`src/rtl/lsl_seq_divider_if.sv`:
```
// Handshake and operand/result bundle for lsl_seq_divider.
// The master drives operands and control; the slave (the divider) returns status and results.
interface lsl_seq_divider_if #(
    parameter int WIDTH = 64
);
    logic             op_start;
    logic             op_clear;
    logic [WIDTH-1:0] dividend;
    logic [WIDTH-1:0] divisor;
    logic             op_done;
    logic             div_by_zero;
    logic [WIDTH-1:0] quotient;
    logic [WIDTH-1:0] remainder;

    modport master (
        output op_start, op_clear, dividend, divisor,
        input  op_done, div_by_zero, quotient, remainder
    );

    modport slave (
        input  op_start, op_clear, dividend, divisor,
        output op_done, div_by_zero, quotient, remainder
    );
endinterface

```
`src/rtl/lsl_seq_divider.sv`:
```
// Restoring divider producing one quotient bit per clock by shifting {R,Q} left.
// Define SIGNED_DIV_EN for two's-complement operands (adds a one-clock FIX state for sign correction).
module lsl_seq_divider #(
    parameter int WIDTH = 64,
    parameter int CNT_W = 7
) (
    input logic              clk,
    input logic              reset_n,
    lsl_seq_divider_if.slave bus
);
    typedef enum logic [1:0] {IDLE, EXEC, FIX, DONE} state_t;

    state_t           state, state_nxt;
    logic [WIDTH-1:0] r_work, q_work, d_work;
    logic [CNT_W-1:0] count;
    logic [WIDTH-1:0] quot, rem;
    logic             dz;

    logic             start_ok;
    logic             zero_div;
    logic             last_step;
    logic [WIDTH:0]   trial;
    logic             take;
    logic [WIDTH-1:0] r_step, q_step;
    logic [WIDTH-1:0] load_dividend, load_divisor;

`ifdef SIGNED_DIV_EN
    logic sign_q, sign_r;

    function automatic logic [WIDTH-1:0] mag(input logic [WIDTH-1:0] v);
        return v[WIDTH-1] ? -v : v;
    endfunction

    assign load_dividend = mag(bus.dividend);
    assign load_divisor  = mag(bus.divisor);
`else
    assign load_dividend = bus.dividend;
    assign load_divisor  = bus.divisor;
`endif

    // op_clear always wins over op_start
    assign start_ok  = bus.op_start & ~bus.op_clear;
    assign zero_div  = (bus.divisor == '0);
    assign last_step = (count == CNT_W'(WIDTH - 1));

    assign trial  = {r_work, q_work[WIDTH-1]};
    assign take   = (trial >= {1'b0, d_work});
    assign r_step = take ? WIDTH'(trial - {1'b0, d_work}) : trial[WIDTH-1:0];
    assign q_step = {q_work[WIDTH-2:0], take};

    always_ff @(posedge clk) begin
        if (!reset_n) state <= IDLE;
        else          state <= state_nxt;
    end

    always_comb begin
        state_nxt = state;
        case (state)
            IDLE: if (start_ok) state_nxt = zero_div ? DONE : EXEC;
            EXEC: begin
                if (bus.op_clear) state_nxt = IDLE;
                else if (last_step) begin
`ifdef SIGNED_DIV_EN
                    state_nxt = FIX;
`else
                    state_nxt = DONE;
`endif
                end
            end
            FIX:  state_nxt = bus.op_clear ? IDLE : DONE;
            DONE: if (bus.op_clear) state_nxt = IDLE;
            default: state_nxt = IDLE;
        endcase
    end

    // Working registers and the visible result registers are kept apart so
    // quotient/remainder never show partial results during EXEC.
    always_ff @(posedge clk) begin
        if (!reset_n) begin
            r_work <= '0;
            q_work <= '0;
            d_work <= '0;
            count  <= '0;
            quot   <= '0;
            rem    <= '0;
            dz     <= 1'b0;
`ifdef SIGNED_DIV_EN
            sign_q <= 1'b0;
            sign_r <= 1'b0;
`endif
        end else begin
            case (state)
                IDLE: begin
                    if (start_ok) begin
                        if (zero_div) begin
                            quot <= '1;
                            rem  <= bus.dividend;
                            dz   <= 1'b1;
                        end else begin
                            r_work <= '0;
                            q_work <= load_dividend;
                            d_work <= load_divisor;
                            count  <= '0;
`ifdef SIGNED_DIV_EN
                            sign_q <= bus.dividend[WIDTH-1] ^ bus.divisor[WIDTH-1];
                            sign_r <= bus.dividend[WIDTH-1];
`endif
                        end
                    end
                end
                EXEC: begin
                    if (bus.op_clear) begin
                        quot <= '0;
                        rem  <= '0;
                    end else begin
                        r_work <= r_step;
                        q_work <= q_step;
                        count  <= count + CNT_W'(1);
`ifndef SIGNED_DIV_EN
                        if (last_step) begin
                            quot <= q_step;
                            rem  <= r_step;
                        end
`endif
                    end
                end
                FIX: begin
                    if (bus.op_clear) begin
                        quot <= '0;
                        rem  <= '0;
                    end else begin
`ifdef SIGNED_DIV_EN
                        quot <= sign_q ? -q_work : q_work;
                        rem  <= sign_r ? -r_work : r_work;
`else
                        quot <= q_work;
                        rem  <= r_work;
`endif
                    end
                end
                DONE: if (bus.op_clear) dz <= 1'b0;
                default: ;
            endcase
        end
    end

    assign bus.op_done     = (state == DONE);
    assign bus.div_by_zero = dz;
    assign bus.quotient    = quot;
    assign bus.remainder   = rem;
endmodule

```
`src/flat_wrapper.sv`:
```
// flat-port wrapper written by rule: the top's interface ports become plain ports
module lsl_seq_divider_flat 
#(
    parameter int WIDTH = 64,
    parameter int CNT_W = 7
)
  (clk, reset_n, bus_op_start, bus_op_clear, bus_dividend, bus_divisor, bus_op_done, bus_div_by_zero, bus_quotient, bus_remainder);
  lsl_seq_divider_if #(.WIDTH(WIDTH)) bus_i ();
  input logic clk;
  input logic reset_n;
  input wire logic [$bits(bus_i.op_start)-1:0] bus_op_start;
  input wire logic [$bits(bus_i.op_clear)-1:0] bus_op_clear;
  input wire logic [$bits(bus_i.dividend)-1:0] bus_dividend;
  input wire logic [$bits(bus_i.divisor)-1:0] bus_divisor;
  output wire logic [$bits(bus_i.op_done)-1:0] bus_op_done;
  output wire logic [$bits(bus_i.div_by_zero)-1:0] bus_div_by_zero;
  output wire logic [$bits(bus_i.quotient)-1:0] bus_quotient;
  output wire logic [$bits(bus_i.remainder)-1:0] bus_remainder;
  assign bus_i.op_start = bus_op_start;
  assign bus_i.op_clear = bus_op_clear;
  assign bus_i.dividend = bus_dividend;
  assign bus_i.divisor = bus_divisor;
  assign bus_op_done = bus_i.op_done;
  assign bus_div_by_zero = bus_i.div_by_zero;
  assign bus_quotient = bus_i.quotient;
  assign bus_remainder = bus_i.remainder;
  lsl_seq_divider #(.WIDTH(WIDTH), .CNT_W(CNT_W)) u_core (.clk(clk), .reset_n(reset_n), .bus(bus_i));
endmodule
```
`config.mk`:
```
export PLATFORM = sky130hd
export DESIGN_NAME = lsl_seq_divider_flat
export DESIGN_NICKNAME = d
export VERILOG_FILES = /design/src/rtl/lsl_seq_divider_if.sv /design/src/rtl/lsl_seq_divider.sv /design/src/flat_wrapper.sv
export SDC_FILE = /design/constraint.sdc
export NUM_CORES = 1
export LEC_CHECK = 0
export CORE_AREA = 3 3 203 245
export CTS_CLUSTER_SIZE = 40
export DETAILED_ROUTE_END_ITERATION = 8
export DIE_AREA = 0 0 206 248
export PLACE_DENSITY = 0.59
export SKIP_CTS_REPAIR_TIMING = 1
export SKIP_LAST_GASP = 1
export SYNTH_ARGS = -nofsm -noshare
export SYNTH_HDL_FRONTEND = slang
export SYNTH_SLANG_ARGS = --single-unit
```
`constraint.sdc`:
```
create_clock -name clk -period 3.4 [get_ports clk]
set_input_delay 1.02 -clock clk [delete_from_list [all_inputs] [get_ports clk]]
set_output_delay 1.02 -clock clk [all_outputs]
set_load 0.05 [all_outputs]
```
==> tab_implementation.tex <==
\begin{tabular}{lr}
\hline
Metric & Value \\
\hline
\multicolumn{2}{l}{\textbf{Status}} \\
\quad Status & finished clean \\
\multicolumn{2}{l}{\textbf{Layout}} \\
\quad Syn-to-layout area delta & 42.30\% \\
\quad Most common library cell in the layout ignoring fill and taps & sky130\_fd\_sc\_hd\_\_buf\_4 \\
\quad Number of cells in the finished layout apart from fillers & 3,447 \\
\quad Antenna cells & 0 \\
\quad Fraction of layout cells with a size suffix above 1 & 19.88\% \\
\quad Total Nets Final & 2,992 \\
\quad Highest-count cells in the layout ignoring fill and taps & 332 x sky130\_fd\_sc\_hd\_\_buf\_4, 326 x sky130\_fd\_sc\_hd\_\_dfxtp\_1, 215 x sky130\_fd\_sc\_hd\_\_clkdlybuf4s50\_1 \\
\multicolumn{2}{l}{\textbf{STA}} \\
\quad RSZ-0062 raised after global routing & true \\
\quad Share of the clock period used by the worst path & 99.04\% \\
\quad Total setup violations reported at the end of the flow & 0 \\
\quad Pins Over Slew Limit & 0 \\
\quad Clock skew after layout & 11.76 ps \\
\quad Worst Hold Margin & 491.2 ps \\
\quad Maximum clock rate & 297.0 MHz \\
\quad Time the worst path needs with I/O delays and setup & 3367 ps \\
\quad Worst-margin pin slew & 648.9 ps \\
\quad Final hold vios & 0 \\
\quad Worst-case headroom to the max-slew limit & 56.60\% \\
\multicolumn{2}{l}{\textbf{Yosys}} \\
\quad Cell count after synthesis & 2,301 \\
\quad Leading cell types by total area after synthesis & sky130\_fd\_sc\_hd\_\_dfxtp\_1 35\%, sky130\_fd\_sc\_hd\_\_mux2i\_1 6.4\%, sky130\_fd\_sc\_hd\_\_a21oi\_1 4.6\% \\
\quad Post-synth top area cell & sky130\_fd\_sc\_hd\_\_dfxtp\_1 \\
\quad Yosys warning total & 0 \\
\quad Fraction of synthesis flops using an asynchronous set or reset pin & 0\% \\
\quad Yosys top cell area share & 34.96\% \\
\quad Commonest register cell after synthesis & sky130\_fd\_sc\_hd\_\_dfxtp\_1 \\
\quad EDFF count, synth & 0 \\
\quad Sequential-to-total area share from yosys stat & 34.96\% \\
\quad Mean instance size in the synthesized netlist & 8.212 um2 \\
\quad Post-synthesis cell area & 18,900 um2 \\
\quad Unique masters post-synth & 77 \\
\quad Number of register bits inferred by synthesis & 330 \\
\quad Syn Nets & 2,503 \\
\multicolumn{2}{l}{\textbf{Power}} \\
\quad Standby leakage power & 11.27 nW \\
\quad Design Power & 0.02819 W \\
\quad Pwr dens & 1048 nW/um2 \\
\quad Peak VDD IR & 632.6 uV \\
\multicolumn{2}{l}{\textbf{Placed design}} \\
\quad Number of I/O port buffers & 261 \\
\quad Final estimated routing congestion in global placement & 0.9450 \\
\quad Instance count after placement with tap cells included & 3,349 \\
\quad Half-perimeter wire length of the detailed placement result & 54,720 um \\
\multicolumn{2}{l}{\textbf{Drt}} \\
\quad Via count normalized by instance count & 5.727 \\
\quad Avg WL per Cell & 21.18 um \\
\quad Number of DRC violations after detailed routing & 0 \\
\quad Via count & 19.74k \\
\quad Routed wire length & 73,020 um \\
\quad Final antenna-violating net count & 0 \\
\quad Iteration-0 DRC Markers & 1,681 \\
\quad Drt pass-1 iters & 5 \\
\multicolumn{2}{l}{\textbf{GRT}} \\
\quad Aggregate global routing overflow & 0 \\
\quad Maximum number of pins on one net before global-route repair & 126 \\
\quad Total GRT Usage & 26.70\% \\
\quad Global-route wire length before repair & 107,400 um \\
\quad Vias in the first global route & 18.48k \\
\quad Number of antenna violations at the first check in global routing & 0 \\
\multicolumn{2}{l}{\textbf{Setup path}} \\
\quad Crit Reg-Reg Startpoint & u\_core.q\_work[63] \\
\quad Critical path capture point type & register \\
\quad Critical path arrival & 3780 ps \\
\quad Required time at the endpoint of the critical path & 3820 ps \\
\quad Sort of element at the start of the critical path & register \\
\quad WS Path Type & reg2reg \\
\quad Maximum fanout along the worst path & 3 \\
\quad Crit path launch & u\_core.q\_work[63] \\
\multicolumn{2}{l}{\textbf{Flow run}} \\
\quad Max-cap violations & 0 \\
\multicolumn{2}{l}{\textbf{Floorplanning}} \\
\quad Die height & 248 um \\
\quad Number of cell rows & 88 \\
\quad Initial core utilization & 39.54\% \\
\quad Die width & 206 um \\
\quad Core area & 47,790 um2 \\
\quad Area of the die & 51,090 um2 \\
\quad I/O pin count & 262 \\
\multicolumn{2}{l}{\textbf{Min path}} \\
\quad Worst min-delay path category & reg2reg \\
\quad Start point of the worst min-delay path & u\_core.q\_work[10] \\
\multicolumn{2}{l}{\textbf{Clocking}} \\
\quad Number of buffers created by CTS & 37 \\
\quad Maximum clock path buffer count & 3 \\
\quad Clock Pin Slew Worst Setup and Hold Paths & 60 ps \\
\quad Level count of the clock H-tree & 2 \\
\quad Clock tree from TritonCTS & yes \\
\quad Clock root buffer master & sky130\_fd\_sc\_hd\_\_clkbuf\_16 \\
\quad Total clock sinks & 330 \\
\quad Latest clock arrival within the worst-skew pair & 540 ps \\
\hline
\end{tabular}
worst max-delay path, stage by stage (launching register included):
cell,delay [ps]
sky130_fd_sc_hd__dfxtp_2,330
sky130_fd_sc_hd__inv_2,80
sky130_fd_sc_hd__ha_4,140
sky130_fd_sc_hd__inv_2,40
sky130_fd_sc_hd__fa_2,380
sky130_fd_sc_hd__a21o_1,240
sky130_fd_sc_hd__a221oi_2,290
sky130_fd_sc_hd__or3_4,210
sky130_fd_sc_hd__a2111oi_4,80
sky130_fd_sc_hd__nor3_4,330
sky130_fd_sc_hd__a31oi_4,160
sky130_fd_sc_hd__a311oi_4,420
sky130_fd_sc_hd__nor4_1,100
sky130_fd_sc_hd__a311oi_1,220
sky130_fd_sc_hd__buf_4,150
sky130_fd_sc_hd__a31oi_1,60
power breakdown:
part	leakage [nW]	switching [W]	total (W)	internal (W)
registers	2.69	0.000855	0.00577	0.00491
logic	8.00	0.0109	0.0184	0.00754
clock network	0.586	0.00171	0.00401	0.00230
total	11.3	0.0134	0.0282	0.0148
cell usage after synthesis (all sizes together) (16+ instances only):
cell type	number
nor3	18
nor2b	63
nand3	32
nand4	33
o21ai	133
a21o	43
a21oi	175
ha	69
xnor2	32
nor2	216
inv	86
o211ai	24
buf	22
nor4	23
xor2	26
o211a	43
dfxtp	330
a31oi	42
a311oi	93
nand2b	16
a22oi	115
nand2	190
o2bb2a	16
clkbuf	171
and2	17
mux2i	120
registers in the layout (all words and copies together) (netlist names):
register                flops
u_core.bus.quotient        64
u_core.count                7
u_core.bus.div_by_zero      1
u_core.r_work              64
u_core.state                2
u_core.bus.remainder       64
u_core.q_work              64
u_core.d_work              64
metal layers:
| metal | wire length, um | track usage (%) | part of all wire (%) | vias up |
|---|---|---|---|---|
| met5 | 0 | 0 | 0 | - |
| met4 | 2279 | 8.209 | 3.1 | 0 |
| met3 | 5230 | 4.513 | 7.2 | 114 |
| met2 | 33060 | 41.98 | 45 | 750 |
| met1 | 32450 | 37.47 | 44 | 9417 |
| li1 | - | - | - | 9461 |
through the flow:
step,setup TNS (ps),setup WS (ps),utilization (%),area [um2]
2_1_floorplan,0,65.50,-,18900
3_3_place_gp,-395280,-1461,51.41,24570
3_5_place_dp,-389310,-1426,51.41,24570
4_1_cts,-206770,-864.0,53.92,25770
5_1_grt,-457.9,-64.44,56.27,26890
6_report,0,32.50,56.27,26890
logic make-up after synthesis:
family	Yosys count	share of synthesized area (%)
compound gates	799	29.56
simple gates	643	15.85
flops	330	34.96
buf+inv	279	5.794
mux	122	6.476
fa+ha+maj	70	4.675
xor+xnor	58	2.688
path summary, 6_finish.rpt:
check | endpoint | slack (ps) | cells after the start
setup reg to reg | u_core.bus.remainder[58] | 30 | 15
hold / removal | u_core.q_work[10] | 490 | 2
setup / recovery | u_core.bus.remainder[58] | 30 | 15
hold reg to reg | u_core.q_work[10] | 490 | 2
cell type report:
| type | instances | area (um2) |
|---|---|---|
| repair buffers | 643 | 6141 |
| inverters | 86 | 327.8 |
| fillers | 4454 | 20900 |
| multi-input cells | 1692 | 11820 |
| flip-flops and latches | 330 | 6611 |
| well taps | 630 | 788.3 |
| clock buffers | 56 | 1127 |
| clock inverters | 10 | 72.57 |
(Power assumes the default switching activity.)
